File: src/rtl/uart_pkg.sv
// Shared UART FIFO constants, used by both the TX and RX FIFOs.
package uart_pkg;

    // Default number of byte entries in a UART FIFO (16550-compatible).
    localparam int UART_FIFO_DEPTH = 16;

    // Width of a level counter able to hold 0..UART_FIFO_DEPTH.
    localparam int UART_FIFO_CW = $clog2(UART_FIFO_DEPTH) + 1;

endpackage

File: src/rtl/uart_fifo_mem.sv
// Byte storage for the UART FIFOs: DEPTH x 8 register array with a
// synchronous write port and an asynchronous read port. Contents are not
// reset; the owning FIFO's count decides which entries are meaningful.
module uart_fifo_mem
    import uart_pkg::*;
#(
    parameter int DEPTH = UART_FIFO_DEPTH,
    parameter int AW    = $clog2(DEPTH)
) (
    input  logic          clk,
    input  logic          i_we,
    input  logic [AW-1:0] i_waddr,
    input  logic [7:0]    i_wdata,
    input  logic [AW-1:0] i_raddr,
    output logic [7:0]    o_rdata
);

    logic [7:0] r_mem [DEPTH];

    // Write port: one byte per cycle when enabled.
    always_ff @(posedge clk) begin
        if (i_we) begin
            r_mem[i_waddr] <= i_wdata;
        end
    end

    assign o_rdata = r_mem[i_raddr];

endmodule

File: src/rtl/uart_tx_fifo.sv
// UART transmit FIFO: buffers THR writes, presents the head byte to the
// transmitter and retires it on each rising edge of the transmitter's pop.
// Build option UART_FIFO_MODE_EN: when defined, a full DEPTH-entry FIFO with
// a programmable trigger level; when undefined, a 16450-style single-byte
// holding register (full = !empty, thre_irq = empty, thresh unused).
module uart_tx_fifo
    import uart_pkg::*;
#(
    parameter int DEPTH = UART_FIFO_DEPTH,
    parameter int CW    = $clog2(DEPTH) + 1
) (
    input  logic          clk,
    input  logic          rst,
    input  logic          en,
    input  logic          clr,
    input  logic          push,
    input  logic [7:0]    wdata,
    input  logic          pop,
    input  logic [CW-1:0] thresh,
    output logic [7:0]    dout,
    output logic          empty,
    output logic          full,
    output logic [CW-1:0] count,
    output logic          overrun,
    output logic          thre_irq
);

    localparam int PW = CW - 1;

`ifdef UART_FIFO_MODE_EN
    localparam int CAP = DEPTH;
`else
    localparam int CAP = 1;
`endif

    localparam logic [CW-1:0] CAP_C = CW'(CAP);

    logic [PW-1:0] r_wp;
    logic [PW-1:0] r_rp;
    logic [CW-1:0] r_count;
    logic [CW-1:0] w_count_next;
    logic          r_overrun;
    logic          r_pop_q;
    logic          w_empty;
    logic          w_full;
    logic          w_pop_evt;
    logic          w_flush;
    logic          w_retire;
    logic          w_write;
    logic          w_drop;
    logic [7:0]    w_rdata;

    // Pointer advance; in holding-register mode only entry 0 is ever used.
    function automatic logic [PW-1:0] ptr_inc(input logic [PW-1:0] p);
        if (CAP == 1) begin
            return '0;
        end
        return p + 1'b1;
    endfunction

    assign w_empty   = (r_count == '0);
    assign w_full    = (r_count == CAP_C);
    // A held pop retires only once: act on its rising edge.
    assign w_pop_evt = pop & ~r_pop_q;
    // Disabling the FIFO behaves like a continuous flush.
    assign w_flush   = clr | ~en;
    assign w_retire  = w_pop_evt & ~w_empty & ~w_flush;
    // A full FIFO still accepts a byte when the head retires in the same cycle.
    assign w_write   = push & ~w_flush & (~w_full | w_pop_evt);
    assign w_drop    = push & ~w_flush & w_full & ~w_pop_evt;

    uart_fifo_mem #(
        .DEPTH (DEPTH),
        .AW    (PW)
    ) u_mem (
        .clk     (clk),
        .i_we    (w_write),
        .i_waddr (r_wp),
        .i_wdata (wdata),
        .i_raddr (r_rp),
        .o_rdata (w_rdata)
    );

    // Level update: simultaneous write and retire leave the level unchanged.
    always_comb begin
        w_count_next = r_count;
        if (w_write && !w_retire) begin
            w_count_next = r_count + 1'b1;
        end else if (!w_write && w_retire) begin
            w_count_next = r_count - 1'b1;
        end
    end

    // Pointers, level and sticky overrun; reset and flush empty the FIFO.
    always_ff @(posedge clk) begin
        if (rst || w_flush) begin
            r_wp      <= '0;
            r_rp      <= '0;
            r_count   <= '0;
            r_overrun <= 1'b0;
        end else begin
            if (w_write) begin
                r_wp <= ptr_inc(r_wp);
            end
            if (w_retire) begin
                r_rp <= ptr_inc(r_rp);
            end
            r_count <= w_count_next;
            if (w_drop) begin
                r_overrun <= 1'b1;
            end
        end
    end

    // Pop history for edge detection; deliberately not cleared by a flush so
    // a pop held across clr cannot retire a freshly written byte.
    always_ff @(posedge clk) begin
        if (rst) begin
            r_pop_q <= 1'b0;
        end else begin
            r_pop_q <= pop;
        end
    end

    assign dout    = w_empty ? 8'h00 : w_rdata;
    assign empty   = w_empty;
    assign full    = w_full;
    assign count   = r_count;
    assign overrun = r_overrun;

`ifdef UART_FIFO_MODE_EN
    assign thre_irq = (r_count <= thresh);
`else
    // Holding-register mode ignores the trigger level; the second term is
    // always zero when it matters and only keeps thresh connected.
    assign thre_irq = w_empty | (w_empty & (^thresh));
`endif

endmodule

File: config.mk
export PLATFORM = sky130hd
export DESIGN_NAME = uart_tx_fifo
export DESIGN_NICKNAME = d
export VERILOG_FILES = /design/src/rtl/uart_pkg.sv /design/src/rtl/uart_fifo_mem.sv /design/src/rtl/uart_tx_fifo.sv
export SDC_FILE = /design/constraint.sdc
export NUM_CORES = 1
export LEC_CHECK = 0
export BUFFER_PORTS_ARGS = -buffer_cell sky130_fd_sc_hd__buf_2
export CORE_MARGIN = 2
export CORE_UTILIZATION = 40
export CTS_CLUSTER_SIZE = 28
export DETAILED_ROUTE_END_ITERATION = 10
export GPL_TIMING_DRIVEN = 0
export SLEW_MARGIN = 25
export SYNTH_ARGS = -nofsm -noshare
export SYNTH_HDL_FRONTEND = slang
export SYNTH_HIERARCHICAL = 1
export SYNTH_SLANG_ARGS = --single-unit
File: constraint.sdc
create_clock -name clk -period 3.9 [get_ports clk]
set_clock_uncertainty 0.05 [all_clocks]
set_input_delay 0.195 -clock clk [delete_from_list [all_inputs] [get_ports clk]]
set_output_delay 0.195 -clock clk [all_outputs]
set_load 0.1 [all_outputs]
==> metrics.txt, run 1 <==
status finished, final reports clean; drt total wl between 10000 and 15000 µm; fin crit share roughly three quarters; layout overhead on the synthesized area 20.3%; worst-path fanout max 8; Cell Area, Synth around 5500 µm²; worst-margin pin slew ~0.84 ns; die area approximately 15000 µm²; GPL Wtd Cong 0.768; Cells on Worst Hold Path 4; async set-reset flop share out of synthesis 0%; RSZ-0062 raised after global routing no; Leak 2.32 nW; FP Rows 42; io pins 36; total number of H-tree levels 4; Worst Setup End Kind flip-flop; P per Cell Area approximately 500 nW/µm²; crit start category flip-flop; CP peak stage delay 0.59 ns; vias per std cell roughly 5.0; first-pass GRT wire length 15800 µm; CTS tree yes; layout cells sized above 1 between 20% and 30%; number of detailed-route iterations in the first pass 4; clk_lat worst skew about 0.41 ns; fmax 349 MHz; Hold Startpoint clr; Final setup viols 0; CTS Buf Count 17; number of port buffers 30; final net count 390; Synth area leader edfxtp_1; Min Clock Period, post-route ~2.9 ns; Peak VDD IR about 0.34 mV; sequential share of the synthesized area between 70% and 80%; 1st-iter DRT viols 214; Final Hold Fails 0; DR WL/cell 18.9 µm; critical path required time between 3 and 4 ns; Syn Inst Count about 280; clk buf depth 2; post-CTS resize count 0; Hold Crit Endpoint count[3]$_SDFFE_PP0P_; share of the synthesized area in the top cell type 69.8%; Filler cells around 1100; pin count of the biggest net entering global routing 17; Synth Flop Type edfxtp_1; Vias 2762; Synth Register Bits 135; clk slew on worst S/H paths roughly 0.060 ns; die width about 120 µm; synth top area cells edfxtp_1, mux4_2, mux4_1; antenna violations before repair 0; clock root buffer clkbuf_16; Crit path arrival time ~2.9 ns; Final Max Slew Viols 0; Congestion Overflow GR 0; Placeable Area 13300 µm²; Global Route Usage Sum between 10% and 20%; EDFF count, synth 128; CP top delay family simple AND/OR/NAND/NOR gates; initial core utilization about two fifths; FF-to-FF End u_mem/r_mem[0][2]$_DFFE_PP_; Bufs and invs on worst path 1; setup TNS 0 ns; R2R Setup Slk around 1.0 ns; Avg Cell Area, Syn between 15 and 20 µm²; Crit-path slowest cell nor3_2; Die Y 121 µm; Antenna Cells 0; worst path cell trace inv_1 > ha_1 > nor4b_4 > a21oi_1 > or3b_2 > nor3_2; Worst R2R Start count[1]$_SDFFE_PP0P_; HP Class in2reg; synth unique cells 35; synthesis warning total 6; vias in the first global route 2642; Remaining DRCs 0; CTS Sinks ~140; final hold slack about 0.068 ns; remaining antenna violation count after routing 0; Reg2Reg Depth 6; critical path class reg2reg; relative slew slack 43.9%; dpl hpwl a little under 7000 µm; Max-cap violations 0
[logic make-up (layout without fill, tap and decap cells)]
kind of cell	after synthesis	count (layout)	share of synthesized area, %
flip-flops	135	135	72.4
AND/OR/NAND/NOR	64	64	6.55
multiplexers	36	36	14.8
AO/OA/AOI/OAI	22	22	2.75
buffers and inverters	14	78	2.05
adder cells (fa/ha/maj)	5	5	1.14
XOR/XNOR	2	2	0.318
other	1	36	0.0681
[per-stage QoR]
step / cell area, µm² / utilization, % / setup slack [ns] / power [mW] / cells
after floorplan: 5650 / - / 0.178 / 1.76 / 314
after global placement: 6020 / 45.1 / 0.567 / 1.80 / 520
after detailed placement: 6030 / 45.2 / 1.00 / 1.81 / 520
after CTS: 6630 / 49.6 / 0.982 / 3.34 / 554
after global routing: 6630 / 49.6 / 0.815 / 3.42 / 554
final: 6630 / 49.6 / 1.04 / 3.32 / 554
[layout by cell type, fill, tap and decap left out, types with 11 or more instances in the layout]
| cell type | n |
|---|---|
| buf_2 | 33 |
| a22oi_1 | 16 |
| nand2_1 | 12 |
| conb_1 | 36 |
| mux4_2 | 18 |
| nor2_1 | 16 |
| clkbuf_16 | 17 |
| nor2b_1 | 11 |
| edfxtp_1 | 128 |
| mux4_1 | 14 |
[worst max-delay path by stage]
stage,startpoint,endpoint,depth (start not counted)
after floorplan,count[1]$_SDFFE_PP0P_,count[4]$_SDFFE_PP0P_,8
after global placement,count[1]$_SDFFE_PP0P_,u_mem/r_mem[0][1]$_DFFE_PP_,6
after detailed placement,count[1]$_SDFFE_PP0P_,u_mem/r_mem[0][1]$_DFFE_PP_,6
after CTS,count[1]$_SDFFE_PP0P_,u_mem/r_mem[0][2]$_DFFE_PP_,6
after global routing,count[1]$_SDFFE_PP0P_,u_mem/r_mem[0][2]$_DFFE_PP_,6
final,count[1]$_SDFFE_PP0P_,u_mem/r_mem[0][2]$_DFFE_PP_,6
[registers in the layout, indices dropped and copies added (netlist names)]
signal and cells:
u_mem/r_mem 128, count 5, overrun 1, r_pop_q 1
[where the power goes]
group	internal [mW]	switching [mW]
clock	0.984	0.546
combinational	0.0685	0.122
sequential	1.60	0.00301
total	2.65	0.671
[worst register-to-register path, delay by kind of cell (launching register included)]
kind,cells,cell delay [ns]
and+or+nand+nor,3,1.27
AOI/OAI and AO/OA,1,0.45
buffers and inverters,1,0.11
adders and majority gates,1,0.20
DFF,1,0.41
[synthesized netlist by cell type, types with 3 or more instances]
cell type	number
dfxtp_1	7
ha_1	5
a22oi_1	16
nor2_1	16
nand2_1	12
buf_6	4
nand2b_1	6
buf_2	3
nor3_1	4
a21oi_1	4
nor2b_1	11
mux4_1	14
mux4_2	18
edfxtp_1	128
clkdlybuf4s25_2	3
mux2i_1	4
[cell type report]
type	instances	area, µm²	share of cell area [%]
flip-flops and latches	135	3990	60.2
multi-input cells	165	1560	23.6
clock buffers	18	429	6.48
well taps	176	220	3.32
repair buffers	33	180	2.72
clock inverters	13	138	2.08
plain buffers	12	105	1.59
inverters	2	7.51	0.113
[metal layers]
layer	global-route usage [%]	vias up	part of all wire, %
met3	4.75	11	4.6
met2	23.7	67	49
met1	20.6	1393	45
met5	0	-	0
li1	-	1291	-
met4	5.53	0	1.3
[timing repair]
item                      4_1_cts  5_1_grt
hold buffers                    3        0
buffers inserted                0        0
hold endpoints to repair        2        0
Note: power is estimated with default switching activity, not from simulation.
==> inputs of run 2 (changes only) <==
- clock period: 3.9 -> 2.85 ns (I/O delays scaled with it)
==> metrics.txt, run 2 (synthesis gave the netlist of run 1 again) <==
status finished, final reports clean (unchanged); clock root buffer clkbuf_16 (unchanged); Final setup viols 0 (unchanged); clk buf depth 2 (unchanged); Min Clock Period, post-route 2.57 ns (was 2.86 ns); worst-margin pin slew 0.855 ns (was 0.838 ns); Filler cells 1114 (was 1133); final cell count without fillers 556 (was 554); Global Route Usage Sum 16.8% (was 15.3%); total number of H-tree levels 4 (unchanged); Vias 2829 (was 2762); first-pass GRT wire length 16900 µm (was 15800 µm); Congestion Overflow GR 0 (unchanged); Leak 2.31 nW (was 2.32 nW); commonest non-fill, non-tap cells in the layout edfxtp_1, conb_1, buf_2 (unchanged); Placed Cells 520 (unchanged); Max-cap violations 0 (unchanged); RSZ-0062 raised after global routing no (unchanged); dpl hpwl 7170 µm (was 6830 µm); Placement Setup Slack 0.243 ns (was 1.00 ns); P per Cell Area 672 nW/µm² (was 501 nW/µm²); DR WL/cell 20.0 µm (was 18.9 µm); Hold Startpoint wdata[4] (was clr); post-route worst setup slack 0.282 ns (was 1.04 ns); clk slew on worst S/H paths 0.06 ns (about the same); antenna violations before repair 0 (unchanged); Worst R2R Start count[1]$_SDFFE_PP0P_ (unchanged); Peak VDD IR 0.389 mV (was 0.341 mV); GPL Wtd Cong 0.706 (was 0.768); largest register by flop count u_mem/r_mem (unchanged); final instance area 6700 µm² (was 6630 µm²); number of port buffers 30 (unchanged); post-CTS resize count 0 (unchanged); crit start category flip-flop (unchanged); CTS Sinks 135 (unchanged); fin crit share 90.1% (was 73.4%); number of detailed-route iterations in the first pass 4 (unchanged); Die Y 121 µm (unchanged); Antenna Cells 0 (unchanged); Critical Path Start count[1]$_SDFFE_PP0P_ (unchanged); die width 121 µm (unchanged); layout overhead on the synthesized area 21.6% (was 20.3%); FP Rows 42 (unchanged); Final Util 50.2% (was 49.6%); critical path required time 2.85 ns (was 3.89 ns); final hold slack 0.0760 ns (was 0.0677 ns); io pins 36 (unchanged); Final Max Slew Viols 0 (unchanged); vias per std cell 5.09 (was 4.99); Remaining DRCs 0 (unchanged); critical path class reg2reg (unchanged); Final Hold Fails 0 (unchanged); Worst Setup End Kind flip-flop (unchanged); remaining antenna violation count after routing 0 (unchanged); fmax 389 MHz (was 349 MHz); HP Class in2reg (unchanged); initial core utilization 41.2% (unchanged); layout cells sized above 1 28.2% (was 24.6%); pin count of the biggest net entering global routing 17 (unchanged); vias in the first global route 2761 (was 2642); CTS tree yes (unchanged); Pwr Total 4.50 mW (was 3.32 mW); Placeable Area 13300 µm² (unchanged); Crit path arrival time 2.57 ns (was 2.85 ns); setup TNS 0 ns (unchanged); clk_lat worst skew 0.42 ns (was 0.41 ns); die area 14700 µm² (unchanged); most common cell after layout, fill and taps aside edfxtp_1 (unchanged); 1st-iter DRT viols 290 (was 214); placed instance area 6090 µm² (was 6030 µm²); worst-path fanout max 8 (unchanged); relative slew slack 42.8% (was 43.9%); final net count 391 (was 390); CTS Buf Count 17 (unchanged); Largest register FFs 128 (unchanged); drt total wl 11100 µm (was 10500 µm)
## run 2: cell types whose count changed in the layout (fill, tap and decap cells not counted), sizes merged
cell / before / now
clkinvlp: 1 / 7
clkinv: 9 / 6
bufinv: 3 / 2
clkbuf: 18 / 17
dlygate4sd3: 3 / 4
## run 2: worst max-delay path, stage by stage, from the launching register on
cell and delay [ns]:
dfxtp_4 0.38, inv_4 0.06, ha_4 0.15, nor4b_4 0.13, a21oi_2 0.35, or3b_2 0.54, nor3_2 0.55
## run 2: layer usage
metal	share of wire [%]	GRT usage, %	up-vias
li1	-	-	1289
met1	48	23.6	1464
met2	47	24.7	62
met3	3.2	4.79	14
met4	1.5	6.68	0
met5	0	0	-
## run 2: worst paths after layout
path                                  to  slack (ns)  depth (start not counted)
min          u_mem/r_mem[2][4]$_DFFE_PP_        0.08                          1
max          u_mem/r_mem[0][1]$_DFFE_PP_        0.28                          6
min reg2reg         overrun$_SDFFE_PP0P_        0.44                          2
max reg2reg  u_mem/r_mem[0][1]$_DFFE_PP_        0.28                          6
## run 2: what timing repair did
| item | in CTS | in global routing |
|---|---|---|
| hold buffers | 4 | 0 |
| endpoints found under the hold margin | 3 | 0 |
| buffers inserted | 0 | 0 |
## run 2: layout make-up
class | instances | area, µm² | area share (%)
sequential | 135 | 4000 | 59.7
multi-input combinational | 165 | 1610 | 24.0
clock buffer | 17 | 425 | 6.35
tap | 176 | 220 | 3.29
timing repair buffer | 34 | 190 | 2.84
clock inverter | 15 | 138 | 2.06
buffer | 12 | 105 | 1.57
inverter | 2 | 10.0 | 0.150
## run 2: power breakdown
part	total [mW]	internal (mW)	switching, mW
Combinational	0.270	0.0974	0.172
Sequential	2.19	2.18	0.00440
Clock	2.04	1.27	0.779
Total	4.50	3.55	0.955
==> inputs of run 3 (changes only) <==
==> constraint.sdc (replaced) <==
create_clock -name clk -period 2.85 [get_ports clk]
set_clock_uncertainty 0.05 [all_clocks]
set_input_delay 0.285 -clock clk [delete_from_list [all_inputs] [get_ports clk]]
set_output_delay 0.285 -clock clk [all_outputs]
set_load 0.1 [all_outputs]
==> metrics.txt, run 3 (synthesis gave the netlist of run 1 again) <==
R2R Setup Slk 0.28 ns (about the same); Cells on Worst Hold Path 2 (was 1); worst-path fanout max 8 (unchanged); pin count of the biggest net entering global routing 17 (unchanged); Vias 2811 (was 2829); initial core utilization 41.2% (unchanged); Placeable Area 13300 µm² (unchanged); largest register by flop count u_mem/r_mem (unchanged); most common cell after layout, fill and taps aside edfxtp_1 (unchanged); fin crit share 90.3% (was 90.1%); Leak 2.29 nW (was 2.31 nW); first-pass GRT wire length 16800 µm (was 16900 µm); relative slew slack 42.7% (was 42.8%); metal1 wirelength 5210 µm (was 5350 µm); Placement Setup Slack 0.243 ns (unchanged); clk buf depth 2 (unchanged); Final Hold Fails 0 (unchanged); commonest non-fill, non-tap cells in the layout edfxtp_1, conb_1, buf_2 (unchanged); Remaining DRCs 0 (unchanged); placed instance area 6090 µm² (unchanged); FF-to-FF End u_mem/r_mem[0][1]$_DFFE_PP_ (unchanged); Reg2Reg Depth 6 (unchanged); GPL Wtd Cong 0.706 (unchanged); DR top layer met4 (unchanged); critical path class reg2reg (unchanged); power share of the clock group 45.5% (was 45.4%); Hold Crit Endpoint r_pop_q$_SDFF_PP0_ (was u_mem/r_mem[2][4]$_DFFE_PP_); Largest register FFs 128 (unchanged); number of detailed-route iterations in the first pass 4 (unchanged); Int Power 3.54 mW (was 3.55 mW); vias per std cell 5.08 (was 5.09); Sw Ratio 21.2% (about the same); Final setup viols 0 (unchanged); status finished, final reports clean (unchanged); Die Y 121 µm (unchanged); fmax 389 MHz (about the same); remaining antenna violation count after routing 0 (unchanged); Congestion Overflow GR 0 (unchanged); Antenna Cells 0 (unchanged); post-route worst setup slack 0.276 ns (was 0.282 ns); Comb power frac 5.9% (was 6.0%); clock root buffer clkbuf_16 (unchanged); 1st-iter DRT viols 287 (was 290); CP top delay family simple AND/OR/NAND/NOR gates (unchanged); Min Clock Period, post-route 2.57 ns (about the same); antenna violations before repair 0 (unchanged); CTS tree yes (unchanged); Seq pwr share 48.6% (about the same); Final Max Slew Viols 0 (unchanged); layout overhead on the synthesized area 21.1% (was 21.6%); drt total wl 11100 µm (about the same); final hold slack 0.0503 ns (was 0.0760 ns); P per Cell Area 675 nW/µm² (was 672 nW/µm²); FP Rows 42 (unchanged); Crit path arrival time 2.58 ns (was 2.57 ns); Worst R2R Start count[1]$_SDFFE_PP0P_ (unchanged); number of port buffers 30 (unchanged); io pins 36 (unchanged); Worst Setup End Kind flip-flop (unchanged); CTS Sinks 135 (unchanged); clk slew on worst S/H paths 0.05 ns (was 0.06 ns); die area 14700 µm² (unchanged); clk_lat worst skew 0.42 ns (about the same); Crit-path slowest cell nor3_2 (unchanged); Peak VDD IR 0.389 mV (about the same); Bufs and invs on worst path 1 (unchanged); total number of H-tree levels 4 (unchanged); Psw 955 µW (about the same); crit start category flip-flop (unchanged); RSZ-0062 raised after global routing no (unchanged); met2 wire len 5280 µm (was 5260 µm); die width 121 µm (unchanged); met3 WL 414 µm (was 358 µm); worst-margin pin slew 0.856 ns (was 0.855 ns); layout cells sized above 1 28.4% (was 28.2%); worst path cell trace inv_4 > ha_4 > nor4b_4 > a21oi_2 > or3b_2 > nor3_2 (unchanged); final instance area 6670 µm² (was 6700 µm²); CTS Buf Count 17 (unchanged); setup TNS 0 ns (unchanged); vias in the first global route 2736 (was 2761); Max-cap violations 0 (unchanged); Pwr Total 4.50 mW (about the same); final net count 388 (was 391); dpl hpwl 7170 µm (unchanged); # Post-CTS Setup Buffers 0 (unchanged); Global Route Usage Sum 16.7% (was 16.8%); HP Class in2reg (unchanged); Hold Startpoint pop (was wdata[4]); CP peak stage delay 0.55 ns (about the same); DR WL/cell 20.0 µm (about the same); critical path required time 2.85 ns (about the same)
run 3: cell types whose count changed in the layout (fill, tap and decap cells not counted):
cell,change
dlygate4sd3_1,-3
run 3: worst max path at each step:
stage	startpoint	end	slack (ns)	depth (start not counted)
2_1_floorplan	count[0]$_SDFFE_PP0P_	count[4]$_SDFFE_PP0P_	-0.37	7
3_3_place_gp	count[1]$_SDFFE_PP0P_	u_mem/r_mem[0][1]$_DFFE_PP_	0.26	6
3_5_place_dp	count[1]$_SDFFE_PP0P_	u_mem/r_mem[0][1]$_DFFE_PP_	0.24	6
4_1_cts	count[1]$_SDFFE_PP0P_	u_mem/r_mem[0][1]$_DFFE_PP_	0.23	6
5_1_grt	count[1]$_SDFFE_PP0P_	u_mem/r_mem[0][1]$_DFFE_PP_	0.12	6
6_report	count[1]$_SDFFE_PP0P_	u_mem/r_mem[0][1]$_DFFE_PP_	0.28	6
run 3: area by class of cell:
cell class,count,area [µm²]
Inverter,2,10.0
Tap cell,176,220
Fill cell,1114,6680
Clock inverter,15,138
Multi-Input combinational cell,165,1610
Buffer,12,105
Timing Repair Buffer,31,160
Clock buffer,17,425
Sequential cell,135,4000
run 3: per-layer routing:
metal  vias up  global-route usage [%]
met5         -                       0
met4         0                    6.68
met3        12                    4.79
met2        59                    24.5
met1      1456                    23.6
li1       1284                       -
run 3: power groups by stage:
stage                     Sequential (mW)  Clock [mW]  Combinational (mW)
final                                2.19        2.04               0.266
after global routing                 2.19        2.17               0.287
after CTS                            2.19        2.09               0.248
after global placement               2.23           0               0.242
after detailed placement             2.23           0               0.247
after floorplan                      2.23           0               0.174
run 3: timing repair:
item | in CTS | in global routing
hold endpoints to repair | 1 | 0
hold buffers | 1 | 0
gates resized for setup | 0 | 0
run 3: per-stage QoR:
| step | util (%) | std cells |
|---|---|---|
| finish | 49.9 | 553 |
| global route | 49.9 | 553 |
| CTS | 49.9 | 553 |
| detailed placement | 45.6 | 520 |
| global placement | 45.6 | 520 |
| floorplan | - | 314 |
